File: src/rtl/ped_crossing_fsm.sv
// Pedestrian-crossing light sequencer: latches a crossing request, enforces a minimum car green,
// then runs yellow -> all-red -> walk -> [flashing walk] -> clearance -> car green.
// Latency: a request seen with min green already served reaches CAR_YELLOW two edges later.
// Backpressure: none. Presses during PED_WALK are dropped; repeated presses while pending merge.
//
// Optional feature macro: PED_FLASH_EN. When it is defined, the PED_FLASH state is built.
// When it is not defined, PED_WALK goes straight to PED_CLEAR and no flash logic exists.
//
// Ports:
//   clk          system clock; all state changes happen on the rising edge
//   rst          asynchronous reset, active low
//   ped_request  single-cycle debounced press pulse
//   car_red/car_yellow/car_green, ped_red/ped_green  Moore lamp outputs
//   ped_wait     "request pending" lamp; this is the request latch
//   state        current state code, for debug
module ped_crossing_fsm #(
    parameter int unsigned T_MIN_GREEN = 250000000,
    parameter int unsigned T_YELLOW    = 150000000,
    parameter int unsigned T_ALL_RED   = 50000000,
    parameter int unsigned T_WALK      = 400000000,
    parameter int unsigned T_FLASH     = 150000000,
    parameter int unsigned FLASH_HALF  = 12500000
) (
    input  logic       clk,
    input  logic       rst,
    input  logic       ped_request,
    output logic       car_red,
    output logic       car_yellow,
    output logic       car_green,
    output logic       ped_red,
    output logic       ped_green,
    output logic       ped_wait,
    output logic [2:0] state
);

    // Every dwell must be at least one cycle, or the "last cycle" compares below never match.
    if (T_MIN_GREEN < 1 || T_YELLOW < 1 || T_ALL_RED < 1 || T_WALK < 1 ||
        T_FLASH < 1 || FLASH_HALF < 1) begin : g_bad_param
        $error("ped_crossing_fsm: all timing parameters must be >= 1");
    end

    typedef enum logic [2:0] {
        CAR_GREEN  = 3'd0,
        CAR_YELLOW = 3'd1,
        ALL_RED    = 3'd2,
        PED_WALK   = 3'd3,
        PED_FLASH  = 3'd4,
        PED_CLEAR  = 3'd5
    } state_e;

    localparam logic [31:0] MIN_GREEN_LAST = 32'(T_MIN_GREEN - 1);
    localparam logic [31:0] YELLOW_LAST    = 32'(T_YELLOW - 1);
    localparam logic [31:0] ALL_RED_LAST   = 32'(T_ALL_RED - 1);
    localparam logic [31:0] WALK_LAST      = 32'(T_WALK - 1);

    state_e      state_q, state_d;
    logic [31:0] timer_q, timer_d;
    logic        latch_q, latch_d;
    logic        min_done;
    logic        state_chg;

    // The green timer parks on its last value, so this stays high while green is held.
    assign min_done  = (timer_q == MIN_GREEN_LAST);
    assign state_chg = (state_d != state_q);

    always_comb begin
        state_d = state_q;
        case (state_q)
            CAR_GREEN:  if (latch_q && min_done)      state_d = CAR_YELLOW;
            CAR_YELLOW: if (timer_q == YELLOW_LAST)   state_d = ALL_RED;
            ALL_RED:    if (timer_q == ALL_RED_LAST)  state_d = PED_WALK;
`ifdef PED_FLASH_EN
            PED_WALK:   if (timer_q == WALK_LAST)     state_d = PED_FLASH;
            PED_FLASH:  if (timer_q == 32'(T_FLASH - 1)) state_d = PED_CLEAR;
`else
            PED_WALK:   if (timer_q == WALK_LAST)     state_d = PED_CLEAR;
`endif
            PED_CLEAR:  if (timer_q == ALL_RED_LAST)  state_d = CAR_GREEN;
            // Unused codes (and PED_FLASH when not built) recover to car green.
            default:                                  state_d = CAR_GREEN;
        endcase
    end

    always_comb begin
        timer_d = timer_q + 32'd1;
        if (state_chg) begin
            timer_d = 32'd0;
        end else if (state_q == CAR_GREEN && min_done) begin
            timer_d = timer_q;
        end
    end

    // Clearing on walk entry takes priority over a press arriving on that same edge.
    always_comb begin
        latch_d = latch_q;
        if (ped_request && state_q != PED_WALK) begin
            latch_d = 1'b1;
        end
        if (state_chg && state_d == PED_WALK) begin
            latch_d = 1'b0;
        end
    end

    always_ff @(posedge clk or negedge rst) begin
        if (!rst) begin
            state_q <= CAR_GREEN;
            timer_q <= 32'd0;
            latch_q <= 1'b0;
        end else begin
            state_q <= state_d;
            timer_q <= timer_d;
            latch_q <= latch_d;
        end
    end

`ifdef PED_FLASH_EN
    localparam logic [31:0] FLASH_HALF_LAST = 32'(FLASH_HALF - 1);

    logic        flash_q, flash_d;
    logic [31:0] half_q, half_d;

    // Flash starts lit on entry and flips every FLASH_HALF cycles spent in PED_FLASH.
    always_comb begin
        flash_d = flash_q;
        half_d  = half_q;
        if (state_chg && state_d == PED_FLASH) begin
            flash_d = 1'b1;
            half_d  = 32'd0;
        end else if (state_q == PED_FLASH) begin
            if (half_q == FLASH_HALF_LAST) begin
                flash_d = ~flash_q;
                half_d  = 32'd0;
            end else begin
                half_d  = half_q + 32'd1;
            end
        end
    end

    always_ff @(posedge clk or negedge rst) begin
        if (!rst) begin
            flash_q <= 1'b0;
            half_q  <= 32'd0;
        end else begin
            flash_q <= flash_d;
            half_q  <= half_d;
        end
    end
`endif

    // Moore lamp decode from the registered state only.
    always_comb begin
        car_red    = 1'b0;
        car_yellow = 1'b0;
        car_green  = 1'b0;
        ped_red    = 1'b0;
        ped_green  = 1'b0;
        case (state_q)
            CAR_GREEN: begin
                car_green = 1'b1;
                ped_red   = 1'b1;
            end
            CAR_YELLOW: begin
                car_yellow = 1'b1;
                ped_red    = 1'b1;
            end
            ALL_RED, PED_CLEAR: begin
                car_red = 1'b1;
                ped_red = 1'b1;
            end
            PED_WALK: begin
                car_red   = 1'b1;
                ped_green = 1'b1;
            end
`ifdef PED_FLASH_EN
            PED_FLASH: begin
                car_red   = 1'b1;
                ped_green = flash_q;
            end
`endif
            default: begin
                car_red = 1'b1;
                ped_red = 1'b1;
            end
        endcase
    end

    assign ped_wait = latch_q;
    assign state    = state_q;

endmodule

File: config.mk
export PLATFORM = sky130hd
export DESIGN_NAME = ped_crossing_fsm
export DESIGN_NICKNAME = d
export VERILOG_FILES = /design/src/rtl/ped_crossing_fsm.sv
export SDC_FILE = /design/constraint.sdc
export NUM_CORES = 1
export LEC_CHECK = 0
export BUFFER_PORTS_ARGS = -buffer_cell sky130_fd_sc_hd__buf_2
export CORE_ASPECT_RATIO = 0.75
export CORE_MARGIN = 3
export CORE_UTILIZATION = 60
export DETAILED_ROUTE_END_ITERATION = 8
export PLACE_DENSITY = 0.78
export SLEW_MARGIN = 0
export SYNTH_ARGS = -nofsm -noshare
export SYNTH_HDL_FRONTEND = slang
export SYNTH_SLANG_ARGS = --single-unit
File: constraint.sdc
create_clock -name clk -period 2.4 [get_ports clk]
set_input_delay 0.12 -clock clk [delete_from_list [all_inputs] [get_ports clk]]
set_output_delay 0.12 -clock clk [all_outputs]
set_load 0.02 [all_outputs]
==> load_flow_metrics.sql, run 1 <==
INSERT INTO impl_metrics (metric_group, metric, value, unit) VALUES
('logic_synthesis', 'yosysUniqueCellTypes', '39', ''),
('placed_design', 'dpl_worst_slack', '0.187', 'ns'),
('logic_synthesis', 'syn-mean-instance-area', '9.35', 'µm²'),
('hold_path', 'min_delay_worst_endpoint', 'ped_wait$_DFFE_PN0P_', ''),
('placed_design', 'placement.cell_area', '2170', 'µm²'),
('logic_synthesis', 'post_synth_xor_area_fraction', '11.1', '%'),
('clock_network', 'post-cts-setup-buffer-count', '0', ''),
('clock_network', 'cts_made_buffers', '5', ''),
('cells_and_area', 'antenna_cells', '0', ''),
('outcome', 'run_status', 'finished clean', ''),
('worst_setup_path', 'regToRegEndpoint', 'timer_q[15]$_DFFE_PN0P_', ''),
('floorplan', 'design.core.area', '3110', 'µm²'),
('global_route', 'number_of_antenna_violations_at_the_first_check_in_global_routing', '0', ''),
('worst_setup_path', 'rrSetupSlack', '0.13', 'ns'),
('worst_setup_path', 'worst-path-max-fanout', '17', ''),
('sta', 'post-route-worst-setup-slack', '0.125', 'ns'),
('cells_and_area', 'instances_no_fill', '278', ''),
('clock_network', 'cts_tree', 'built', ''),
('clock_network', 'cts_resizes', '0', ''),
('detailed_routing', 'drt_iter0_markers', '150', ''),
('global_route', 'first_pass_grt_wire_length', '7830', 'µm'),
('logic_synthesis', 'post_synth_mux_area_share', '1.53', '%'),
('logic_synthesis', 'synth-seq-cells', '36', ''),
('pwr', 'p_per_area', '453', 'nW/µm²'),
('logic_synthesis', 'synth-compound-area-share', '5.13', '%'),
('global_route', 'congestion_overflow_gr', '0', ''),
('clock_network', 'clock_sinks', '36', ''),
('pwr', 'report.power.total', '1.02', 'mW'),
('placed_design', 'post-dp-hpwl', '3120', 'µm'),
('sta', 'finalHoldViolCount', '0', ''),
('detailed_routing', 'remaining_drcs', '0', ''),
('sta', 'grt_setup_unrepaired', 'false', ''),
('detailed_routing', 'antenna_violating_nets_post_route', '0', ''),
('detailed_routing', 'avgViaCountPerCell', '6.21', ''),
('worst_setup_path', 'worstSetupEndpointType', 'flop', ''),
('clock_network', 'htree_levels', '2', ''),
('run', 'maxCapViolations', '0', ''),
('worst_setup_path', 'r2r_start', 'timer_q[10]$_DFFE_PN0P_', ''),
('floorplan', 'rows', '17', ''),
('sta', 'final_critical_delay_including_setup_and_external_delays', '2.27', 'ns'),
('sta', 'layout_worst_path_cycle_share', '94.8', '%'),
('detailed_routing', 'route.final.wire_length', '4480', 'µm'),
('logic_synthesis', 'synth.net_count', '223', ''),
('logic_synthesis', 'synth_warnings', '0', ''),
('sta', 'skew', '0.00724', 'ns'),
('logic_synthesis', 'ys_seq_area_share', '44.0', '%'),
('logic_synthesis', 'synth_top_flop_cell', 'dfrtp_1', ''),
('logic_synthesis', 'synthesis.area', '2050', 'µm²'),
('clock_network', 'clk_pin_slew', '0.07', 'ns'),
('worst_setup_path', 'timing.setup.critical_path_class', 'flop to flop', ''),
('floorplan', 'initial_utilization', '65.9', '%'),
('placed_design', 'placement.io_buffers', '11', ''),
('cells_and_area', 'layout.nets', '244', ''),
('logic_synthesis', 'synth_enable_flop_cells', '0', ''),
('sta', 'worst_slew_slack_as_a_fraction_of_its_limit', '46.7', '%'),
('detailed_routing', 'drt-wirelength-per-cell', '16.1', 'µm'),
('global_route', 'grt_pass1_vias', '1698', ''),
('clock_network', 'clk_latency', '0.29', 'ns'),
('logic_synthesis', 'post_synth_main_area_contributors', 'dfrtp_1 (44%), xor2_1 (6.8%), nor2_1 (6.8%)', ''),
('cells_and_area', 'finish.instance_area', '2250', 'µm²'),
('logic_synthesis', 'main_combinational_cell_family_by_area_after_synthesis', 'simple AND/OR/NAND/NOR gates', ''),
('sta', 'actual_transition_at_the_worst_max_transition_pin', '0.800', 'ns'),
('sta', 'fmaxAchievable', '0.440', 'GHz'),
('worst_setup_path', 'critical_path.startpoint', 'timer_q[10]$_DFFE_PN0P_', ''),
('worst_setup_path', 'crit_arrival', '2.44', 'ns'),
('detailed_routing', 'drt_pass1_iterations', '4', ''),
('global_route', 'globalRouteTotalUtil', '24.3', '%'),
('hold_path', 'min-delay-path-class', 'input pin to flop', ''),
('logic_synthesis', 'synth_area_in_adders', '0.611', '%'),
('hold_path', 'hold_path.startpoint', 'ped_request', ''),
('global_route', 'grt_max_degree', '37', '');
==> power by group <==
group	switching, mW	internal (mW)
Clock	0.204	0.197
Combinational	0.0117	0.00220
Sequential	0.0000000000000000910	0.607
Total	0.215	0.806
==> registers in the layout, indices dropped and copies added, names as in the netlist <==
signal / cells
ped_wait: 1
state: 3
timer_q: 32
==> cell usage in the layout, fill, tap and decap left out, drive strengths merged, types with 4 or more instances in the layout <==
cell | synthesis | routed
nor2 | 37 | 37
nand3 | 14 | 14
nand2 | 14 | 14
buf | 5 | 20
and3 | 5 | 5
nor3b | 6 | 6
xnor2 | 10 | 10
clkbuf | 2 | 6
nand4 | 11 | 11
a21oi | 5 | 5
xor2 | 16 | 16
nor2b | 4 | 4
nor3 | 13 | 13
nor4bb | 5 | 5
dfrtp | 36 | 36
==> per-layer routing <==
metal	up-vias	share of wire [%]	track usage, %
met5	-	0	0
met2	71	46	36.1
met4	0	1.5	10.3
li1	819	-	-
met1	826	44	33.5
met3	10	8.8	5.90
==> synth_stat cells, types with 2 or more instances <==
cell type  instances
nor2b_1            4
nand3_1           14
o31ai_1            2
nor4bb_1           5
nand4b_1           2
nor3b_1            6
o21ai_0            2
xnor2_1           10
buf_6              3
xor2_1            16
nor3_1            12
inv_1              2
clkbuf_1           2
and4_1             2
nor4_1             2
nand2_1           14
and4b_1            3
buf_2              2
a211oi_1           3
dfrtp_1           36
or2_2              2
and3_1             5
and3b_1            2
and2_1             3
nand4_1           10
nor2_1            37
mux2i_1            2
a21oi_1            5
==> critical path, stage by stage (launching register included) <==
cell and delay (ns):
dfrtp_1 0.45, nor4bb_1 0.52, nand4b_1 0.29, nor3_1 0.30, a211oi_1 0.14, o21ai_2 0.15, buf_4 0.24, nor2_1 0.07
==> area by class of cell <==
type | count | area, µm² | area share, %
clock buffers | 6 | 72.6 | 3.22
clock inverters | 1 | 5.00 | 0.222
inverters | 2 | 7.51 | 0.333
multi-input cells | 174 | 1090 | 48.3
flip-flops and latches | 36 | 901 | 40.0
well taps | 38 | 47.5 | 2.11
repair buffers | 21 | 133 | 5.89
==> logic make-up after synthesis <==
group	count (synthesis)
muxes	3
DFF	36
buffers and inverters	9
AOI/OAI and AO/OA	16
and+or+nand+nor	128
adders and majority gates	1
xor gates and xnor gates	26
==> worst max-delay path by stage <==
stage,to,depth (start not counted),slack [ns]
global placement,timer_q[4]$_DFFE_PN0P_,8,0.27
global route,timer_q[10]$_DFFE_PN0P_,7,0.01
detailed placement,timer_q[2]$_DFFE_PN0P_,8,0.19
floorplan,timer_q[9]$_DFFE_PN0P_,8,0.1
finish,timer_q[15]$_DFFE_PN0P_,7,0.13
CTS,timer_q[2]$_DFFE_PN0P_,8,0.17
No activity file was read; power rests on OpenSTA's default activity.
==> inputs of run 2 (changes only) <==
Settings changed: MAX_ROUTING_LAYER from default to met4.
Clock period 2.4 ns to 2.6 ns, I/O delays scaled along.
==> run 2 against run 1 <==
Wire length up 0.34%. Total power down 1.7%. Register-to-register slack better by 0.18 ns. Utilization up 0.12 points. Flip-flop and latch count unchanged. Count of clock-buffer cells in the layout up 1. Non-clock buffer count down 2. Largest power group unchanged.
==> load_flow_metrics.sql, run 2 (same netlist as run 1, synthesis figures left out) <==
INSERT INTO impl_metrics (metric_group, metric, value, unit) VALUES
('floorplan', 'design.core.area', '3110', 'µm²'),
('cells_and_area', 'layout.cells.most_common', 'nor2_1', ''),
('worst_setup_path', 'worst-r2r-cell-count', '8', ''),
('detailed_routing', 'vias', '1712', ''),
('global_route', 'first_pass_grt_wire_length', '7760', 'µm'),
('worst_setup_path', 'rrSetupSlack', '0.30', 'ns'),
('sta', 'layout_worst_path_cycle_share', '88.3', '%'),
('sta', 'actual_transition_at_the_worst_max_transition_pin', '0.776', 'ns'),
('floorplan', 'rows', '17', ''),
('sta', 'finalHoldViolCount', '0', ''),
('clock_network', 'cts_resizes', '0', ''),
('clock_network', 'cts_tree', 'built', ''),
('detailed_routing', 'drt_pass1_iterations', '4', ''),
('cells_and_area', 'area_delta_synth_final', '10.3', '%'),
('worst_setup_path', 'max_stage_delay', '0.57', 'ns'),
('hold_path', 'min-delay-path-class', 'input pin to flop', ''),
('worst_setup_path', 'crit_arrival', '2.48', 'ns'),
('worst_setup_path', 'regToRegEndpoint', 'timer_q[2]$_DFFE_PN0P_', ''),
('global_route', 'grt_pass1_vias', '1663', ''),
('placed_design', 'weighted_congestion_at_the_end_of_routability_driven_global_placement', '0.836', ''),
('pwr', 'comb_power_share', '1.2', '%'),
('global_route', 'grt_max_degree', '37', ''),
('clock_network', 'htree_levels', '2', ''),
('clock_network', 'ctsRootBufferMaster', 'clkbuf_8', ''),
('cells_and_area', 'layout.nets', '242', ''),
('pwr', 'p_per_area', '445', 'nW/µm²'),
('pwr', 'p_int', '0.798', 'mW'),
('placed_design', 'post-dp-hpwl', '3150', 'µm'),
('detailed_routing', 'remaining_drcs', '0', ''),
('hold_path', 'min_delay_worst_endpoint', 'ped_wait$_DFFE_PN0P_', ''),
('worst_setup_path', 'r2r_start', 'timer_q[0]$_DFFE_PN0P_', ''),
('hold_path', 'hold_path.startpoint', 'ped_request', ''),
('pwr', 'vdd_drop_max', '369', 'µV'),
('detailed_routing', 'antenna_violating_nets_post_route', '0', ''),
('cells_and_area', 'most-common-layout-cells', 'nor2_1 (37), dfrtp_1 (36), xor2_1 (16)', ''),
('floorplan', 'dieHeight', '56.6', 'µm'),
('cells_and_area', 'instances_no_fill', '276', ''),
('pwr', 'sequentialPowerShare', '55.8', '%'),
('hold_path', 'timing.hold.worst_path_depth', '3', ''),
('sta', 'grt_setup_unrepaired', 'false', ''),
('sta', 'fmaxAchievable', '0.435', 'GHz'),
('pwr', 'p_leak', '1.01', 'nW'),
('pwr', 'report.power.total', '1.00', 'mW'),
('cells_and_area', 'finalCoreUtilization', '72.7', '%'),
('clock_network', 'clock_sinks', '36', ''),
('clock_network', 'clk_latency', '0.29', 'ns'),
('detailed_routing', 'drt_iter0_markers', '104', ''),
('placed_design', 'placement.cell_area', '2150', 'µm²'),
('placed_design', 'placement.io_buffers', '11', ''),
('clock_network', 'cts_made_buffers', '5', ''),
('cells_and_area', 'antenna_cells', '0', ''),
('worst_setup_path', 'worst-path-max-fanout', '17', ''),
('floorplan', 'initial_utilization', '65.9', '%'),
('global_route', 'globalRouteTotalUtil', '24.7', '%'),
('detailed_routing', 'drt-wirelength-per-cell', '16.3', 'µm'),
('sta', 'final_critical_delay_including_setup_and_external_delays', '2.30', 'ns'),
('sta', 'setup_viol', '0', ''),
('sta', 'worst_slew_slack_as_a_fraction_of_its_limit', '48.3', '%'),
('pwr', 'switching_share', '20.5', '%'),
('sta', 'skew', '0.00237', 'ns'),
('run', 'maxCapViolations', '0', ''),
('global_route', 'congestion_overflow_gr', '0', ''),
('detailed_routing', 'avgViaCountPerCell', '6.20', ''),
('clock_network', 'cts_max_path_buffers', '2', ''),
('global_route', 'number_of_antenna_violations_at_the_first_check_in_global_routing', '0', ''),
('sta', 'finalSetupTns', '0', 'ns'),
('sta', 'slew_viol_final', '0', ''),
('pwr', 'power.switching', '0.206', 'mW'),
('worst_setup_path', 'series_of_cell_instances_along_the_critical_path', 'ha_1, nand2_1, or4_4, nor3_2, a21boi_1, o21ai_2, buf_4, nor3_1', ''),
('clock_network', 'clk_pin_slew', '0.07', 'ns'),
('cells_and_area', 'layout-drive-gt1-share', '13.4', '%'),
('cells_and_area', 'finish.instance_area', '2260', 'µm²'),
('outcome', 'run_status', 'finished clean', ''),
('floorplan', 'die_w', '73.4', 'µm'),
('placed_design', 'dpl.cell_count', '268', ''),
('clock_network', 'post-cts-setup-buffer-count', '0', ''),
('worst_setup_path', 'timing.setup.critical_path_class', 'flop to flop', ''),
('pwr', 'clk_pwr_share', '43.0', '%'),
('floorplan', 'top_level_i_o_count', '12', ''),
('cells_and_area', 'largest_reg_flops', '32', ''),
('worst_setup_path', 'cell_with_the_biggest_individual_delay_on_the_critical_path', 'or4_4', ''),
('cells_and_area', 'register_with_the_most_flip_flops', 'timer_q', ''),
('worst_setup_path', 'worstSetupEndpointType', 'flop', ''),
('worst_setup_path', 'cp-start-kind', 'flop', ''),
('floorplan', 'fp.dieArea', '4160', 'µm²'),
('worst_setup_path', 'worst-endpoint-required', '2.78', 'ns'),
('detailed_routing', 'route.final.wire_length', '4490', 'µm');
[run 2: stage by stage]
| step | hold slack, ns | setup WS [ns] |
|---|---|---|
| floorplan | -0.166 | 0.295 |
| global placement | 0.241 | 0.455 |
| detailed placement | 0.257 | 0.390 |
| CTS | 0.108 | 0.326 |
| global route | 0.135 | 0.199 |
| finish | 0.106 | 0.303 |
[run 2: layer usage]
metal | GRT usage [%] | vias to the layer above | share of wire, %
met5 | - | - | 0
met3 | 5.37 | 7 | 5.5
li1 | - | 816 | -
met1 | 32.6 | 839 | 46
met4 | 9.82 | 0 | 1.4
met2 | 37.0 | 50 | 47
[run 2: worst max-delay path by stage]
stage	start	slack, ns	to	depth (start not counted)
final	timer_q[0]$_DFFE_PN0P_	0.30	timer_q[2]$_DFFE_PN0P_	8
after floorplan	state[2]$_DFF_PN0_	0.30	timer_q[9]$_DFFE_PN0P_	8
after detailed placement	timer_q[0]$_DFFE_PN0P_	0.39	timer_q[2]$_DFFE_PN0P_	8
after global routing	timer_q[0]$_DFFE_PN0P_	0.20	timer_q[4]$_DFFE_PN0P_	8
after CTS	timer_q[0]$_DFFE_PN0P_	0.33	timer_q[23]$_DFFE_PN0P_	8
after global placement	timer_q[0]$_DFFE_PN0P_	0.45	timer_q[4]$_DFFE_PN0P_	8
[run 2: layout make-up]
cell class,count,area [µm²]
tap,38,47.5
timing repair buffer,19,118
fill,236,848
multi-input combinational,174,1090
clock buffer,7,96.3
inverter,2,7.51
sequential,36,901
[run 2: timing repair]
| item | in CTS | in global routing |
|---|---|---|
| endpoints found under the setup margin | 0 | 0 |
| endpoints found under the hold margin | 36 | 0 |
| hold buffers | 1 | 0 |
[run 2: power by group through the flow]
| stage | combinational, mW | clock, mW | sequential [mW] |
|---|---|---|---|
| after detailed placement | 0.0125 | 0 | 0.571 |
| after global routing | 0.0147 | 0.464 | 0.559 |
| after CTS | 0.0135 | 0.437 | 0.560 |
| after floorplan | 0.0000187 | 0 | 0.571 |
| after global placement | 0.0119 | 0 | 0.571 |
| final | 0.0125 | 0.432 | 0.560 |
[run 2: worst max-delay path, delay by kind of cell, from the launching register on]
family                   cells  cell delay (ns)
flip-flops                   1             0.41
AO/OA/AOI/OAI                2             0.29
buffers and inverters        1             0.24
AND/OR/NAND/NOR              4             0.99
adder cells (fa/ha/maj)      1             0.24
==> inputs of run 3 (changes only) <==
Settings changed: ABC_AREA from default to 1, PLACE_DENSITY 0.78 to 0.77.
==> run 3 against run 2 <==
First-iteration DRC count up 45%. Utilization down 4.0 points. Non-clock buffer count down 4. Clock power down 2%. Highest routed layer unchanged.
==> load_flow_metrics.sql, run 3 <==
INSERT INTO impl_metrics (metric_group, metric, value, unit) VALUES
('detailed_routing', 'drt_pass1_iterations', '4', ''),
('global_route', 'globalRouteTotalUtil', '27.2', '%'),
('placed_design', 'placement.io_buffers', '11', ''),
('logic_synthesis', 'synth.largest_area_cell', 'dfrtp_1', ''),
('worst_setup_path', 'crit_arrival', '2.36', 'ns'),
('logic_synthesis', 'synth_warnings', '0', ''),
('logic_synthesis', 'synthCells', '346', ''),
('sta', 'grt_setup_unrepaired', 'false', ''),
('clock_network', 'cts_tree', 'built', ''),
('sta', 'finalHoldViolCount', '0', ''),
('pwr', 'p_per_area', '351', 'nW/µm²'),
('logic_synthesis', 'synth_enable_flop_cells', '0', ''),
('detailed_routing', 'route.final.wire_length', '6050', 'µm'),
('sta', 'skew', '0.00770', 'ns'),
('cells_and_area', 'register_with_the_most_flip_flops', 'timer_q', ''),
('sta', 'layout_worst_path_cycle_share', '83.7', '%'),
('cells_and_area', 'total_area_of_sequential_cells', '901', 'µm²'),
('floorplan', 'design.core.area', '4130', 'µm²'),
('sta', 'slew_viol_final', '0', ''),
('sta', 'worst_slew_slack_as_a_fraction_of_its_limit', '46.3', '%'),
('sta', 'post-route-worst-setup-slack', '0.424', 'ns'),
('sta', 'actual_transition_at_the_worst_max_transition_pin', '0.806', 'ns'),
('clock_network', 'clock_sinks', '36', ''),
('worst_setup_path', 'worstSetupEndpointType', 'flop', ''),
('hold_path', 'min-delay-path-class', 'input pin to flop', ''),
('detailed_routing', 'antenna_violating_nets_post_route', '0', ''),
('placed_design', 'placement.cell_area', '2740', 'µm²'),
('logic_synthesis', 'synthDominantCellAreaShare', '34.2', '%'),
('logic_synthesis', 'syn-mean-instance-area', '7.60', 'µm²'),
('worst_setup_path', 'cpMostUsedCell', 'nand2_1', ''),
('logic_synthesis', 'yosys.cell_count.top_type', 'nand2_1', ''),
('detailed_routing', 'drt_iter0_markers', '151', ''),
('cells_and_area', 'largest_reg_flops', '32', ''),
('floorplan', 'fp.dieArea', '5220', 'µm²'),
('outcome', 'run_status', 'finished clean', ''),
('sta', 'fmaxAchievable', '0.460', 'GHz'),
('logic_synthesis', 'synth.net_count', '350', ''),
('cells_and_area', 'multiInputGateArea', '1490', 'µm²'),
('worst_setup_path', 'timing.setup.critical_path_class', 'flop to flop', ''),
('clock_network', 'clk_pin_slew', '0.07', 'ns'),
('placed_design', 'weighted_congestion_at_the_end_of_routability_driven_global_placement', '1.02', ''),
('cells_and_area', 'finish.instance_area', '2840', 'µm²'),
('sta', 'setup_viol', '0', ''),
('logic_synthesis', 'yosysUniqueCellTypes', '23', ''),
('floorplan', 'die_w', '82.5', 'µm'),
('worst_setup_path', 'cell_with_the_biggest_individual_delay_on_the_critical_path', 'dfrtp_1', ''),
('floorplan', 'initial_utilization', '63.7', '%'),
('cells_and_area', 'area_delta_synth_final', '7.85', '%'),
('logic_synthesis', 'synth-async-reset-ratio', '100', '%'),
('logic_synthesis', 'synthTopCellsByCount', 'nand2_1 (79), nor2_1 (49), inv_1 (38)', ''),
('detailed_routing', 'vias', '2226', ''),
('worst_setup_path', 'series_of_cell_instances_along_the_critical_path', 'ha_1, inv_1, nor2_1, nand2_1, nor2_1, nand2_1, nand2_1, nand2_1, a21oi_1, nor2_2, nand2_4, buf_4, nor2_4', ''),
('worst_setup_path', 'worst-path-max-fanout', '9', ''),
('global_route', 'grt_max_degree', '37', ''),
('sta', 'fin_hold_ws', '0.125', 'ns'),
('clock_network', 'ctsRootBufferMaster', 'clkbuf_8', ''),
('global_route', 'first_pass_grt_wire_length', '10400', 'µm'),
('floorplan', 'top_level_i_o_count', '12', ''),
('worst_setup_path', 'cp-start-kind', 'flop', ''),
('clock_network', 'cts_made_buffers', '5', ''),
('detailed_routing', 'drt-wirelength-per-cell', '14.4', 'µm'),
('floorplan', 'dieHeight', '63.4', 'µm'),
('placed_design', 'post-dp-hpwl', '4720', 'µm'),
('logic_synthesis', 'synth-seq-cells', '36', ''),
('logic_synthesis', 'ys_seq_area_share', '34.2', '%'),
('global_route', 'grt_pass1_vias', '2108', ''),
('pwr', 'report.power.total', '0.995', 'mW'),
('worst_setup_path', 'max_stage_delay', '0.37', 'ns'),
('logic_synthesis', 'post_synth_main_area_contributors', 'dfrtp_1 (34%), nor2_4 (14%), nand2_1 (11%)', ''),
('logic_synthesis', 'synthesis.area', '2630', 'µm²'),
('pwr', 'p_leak', '1.19', 'nW'),
('sta', 'finalSetupTns', '0', 'ns'),
('clock_network', 'cts_max_path_buffers', '2', ''),
('detailed_routing', 'avgViaCountPerCell', '5.30', ''),
('cells_and_area', 'num-fill-cells', '363', ''),
('global_route', 'number_of_antenna_violations_at_the_first_check_in_global_routing', '0', ''),
('cells_and_area', 'antenna_cells', '0', ''),
('logic_synthesis', 'synth_top_flop_cell', 'dfrtp_1', ''),
('run', 'maxCapViolations', '0', ''),
('cells_and_area', 'layout.cells.most_common', 'nand2_1', ''),
('cells_and_area', 'layout-drive-gt1-share', '20.0', '%'),
('pwr', 'vdd_drop_max', '347', 'µV'),
('sta', 'final_critical_delay_including_setup_and_external_delays', '2.18', 'ns'),
('worst_setup_path', 'worst-endpoint-required', '2.78', 'ns'),
('clock_network', 'clk_latency', '0.30', 'ns'),
('clock_network', 'htree_levels', '2', ''),
('detailed_routing', 'remaining_drcs', '0', ''),
('global_route', 'congestion_overflow_gr', '0', ''),
('cells_and_area', 'layout.nets', '368', ''),
('placed_design', 'dpl_worst_slack', '0.474', 'ns'),
('floorplan', 'rows', '20', ''),
('cells_and_area', 'most-common-layout-cells', 'nand2_1 (79), nor2_1 (49), inv_1 (38)', ''),
('clock_network', 'cts_resizes', '0', '');
-- run 3: cell types whose count changed after synthesis, moves of 5 or more --
cell | previous run | this run
nor4bb_1 | 5 | 0
nor3b_1 | 6 | 0
inv_2 | 0 | 9
nand2_1 | 14 | 79
inv_1 | 2 | 38
and3_1 | 5 | 0
xnor2_1 | 10 | 2
nand4_1 | 10 | 15
nor2_1 | 37 | 49
xor2_1 | 16 | 23
nand2_2 | 0 | 5
nor2_4 | 0 | 32
-- run 3: repair_timing --
| item | CTS | global route |
|---|---|---|
| hold buffers | 1 | 0 |
| setup buffers | 0 | 0 |
| endpoints found under the hold margin | 36 | 0 |
-- run 3: logic make-up (layout without fill, tap and decap cells) --
family,Yosys count,count (layout),share of synthesized area (%)
adder cells (fa/ha/maj),1,1,0.475
AND/OR/NAND/NOR,224,224,46.1
buffers and inverters,52,71,9.32
XOR/XNOR,25,25,8.32
AO/OA/AOI/OAI,8,8,1.52
flip-flops,36,36,34.2
-- run 3: path summary, 6_finish.rpt --
path | from | end | slack (ns) | cells past startpoint
setup reg to reg | timer_q[1]$_DFFE_PN0P_ | timer_q[23]$_DFFE_PN0P_ | 0.42 | 13
min in group asynchronous | rst | timer_q[6]$_DFFE_PN0P_ | 0.45 | 2
hold / removal | ped_request | ped_wait$_DFFE_PN0P_ | 0.13 | 5
setup / recovery | timer_q[1]$_DFFE_PN0P_ | timer_q[23]$_DFFE_PN0P_ | 0.42 | 13
max in group asynchronous | rst | timer_q[27]$_DFFE_PN0P_ | 1.64 | 2
hold reg to reg | ped_wait$_DFFE_PN0P_ | ped_wait$_DFFE_PN0P_ | 0.59 | 4
-- run 3: area by class of cell --
class | instances | share of cell area (%)
tap | 55 | 2.43
timing repair buffer | 15 | 3.97
clock buffer | 8 | 3.17
inverter | 48 | 6.35
multi-input combinational | 258 | 52.3
sequential | 36 | 31.7
-- run 3: power by group --
| group | switching (mW) | internal (mW) | leakage, nW |
|---|---|---|---|
| combinational | 0.0110 | 0.00221 | 0.657 |
| clock | 0.206 | 0.216 | 0.0455 |
| sequential | 0.0000000000000000296 | 0.560 | 0.483 |
| total | 0.217 | 0.778 | 1.19 |
-- run 3: per-layer routing --
metal / vias up / track usage (%) / share of wire [%]
li1: 1108 / - / -
met1: 1029 / 40.3 / 49
met2: 76 / 35.3 / 42
met3: 13 / 5.43 / 6.4
met4: 0 / 11.8 / 2.5
met5: - / - / 0
-- run 3: stage by stage --
step	util (%)	std cells
final	68.7	420
after global routing	68.7	420
after CTS	68.7	420
after detailed placement	66.3	411
after global placement	66.3	411
after floorplan	-	346
-- run 3: critical path: cells and delay by family (launching register included) --
family,cells,cell delay (ns)
flops,1,0.37
compound gates,1,0.16
fa+ha+maj,1,0.21
buf+inv,2,0.32
simple gates,9,1.00
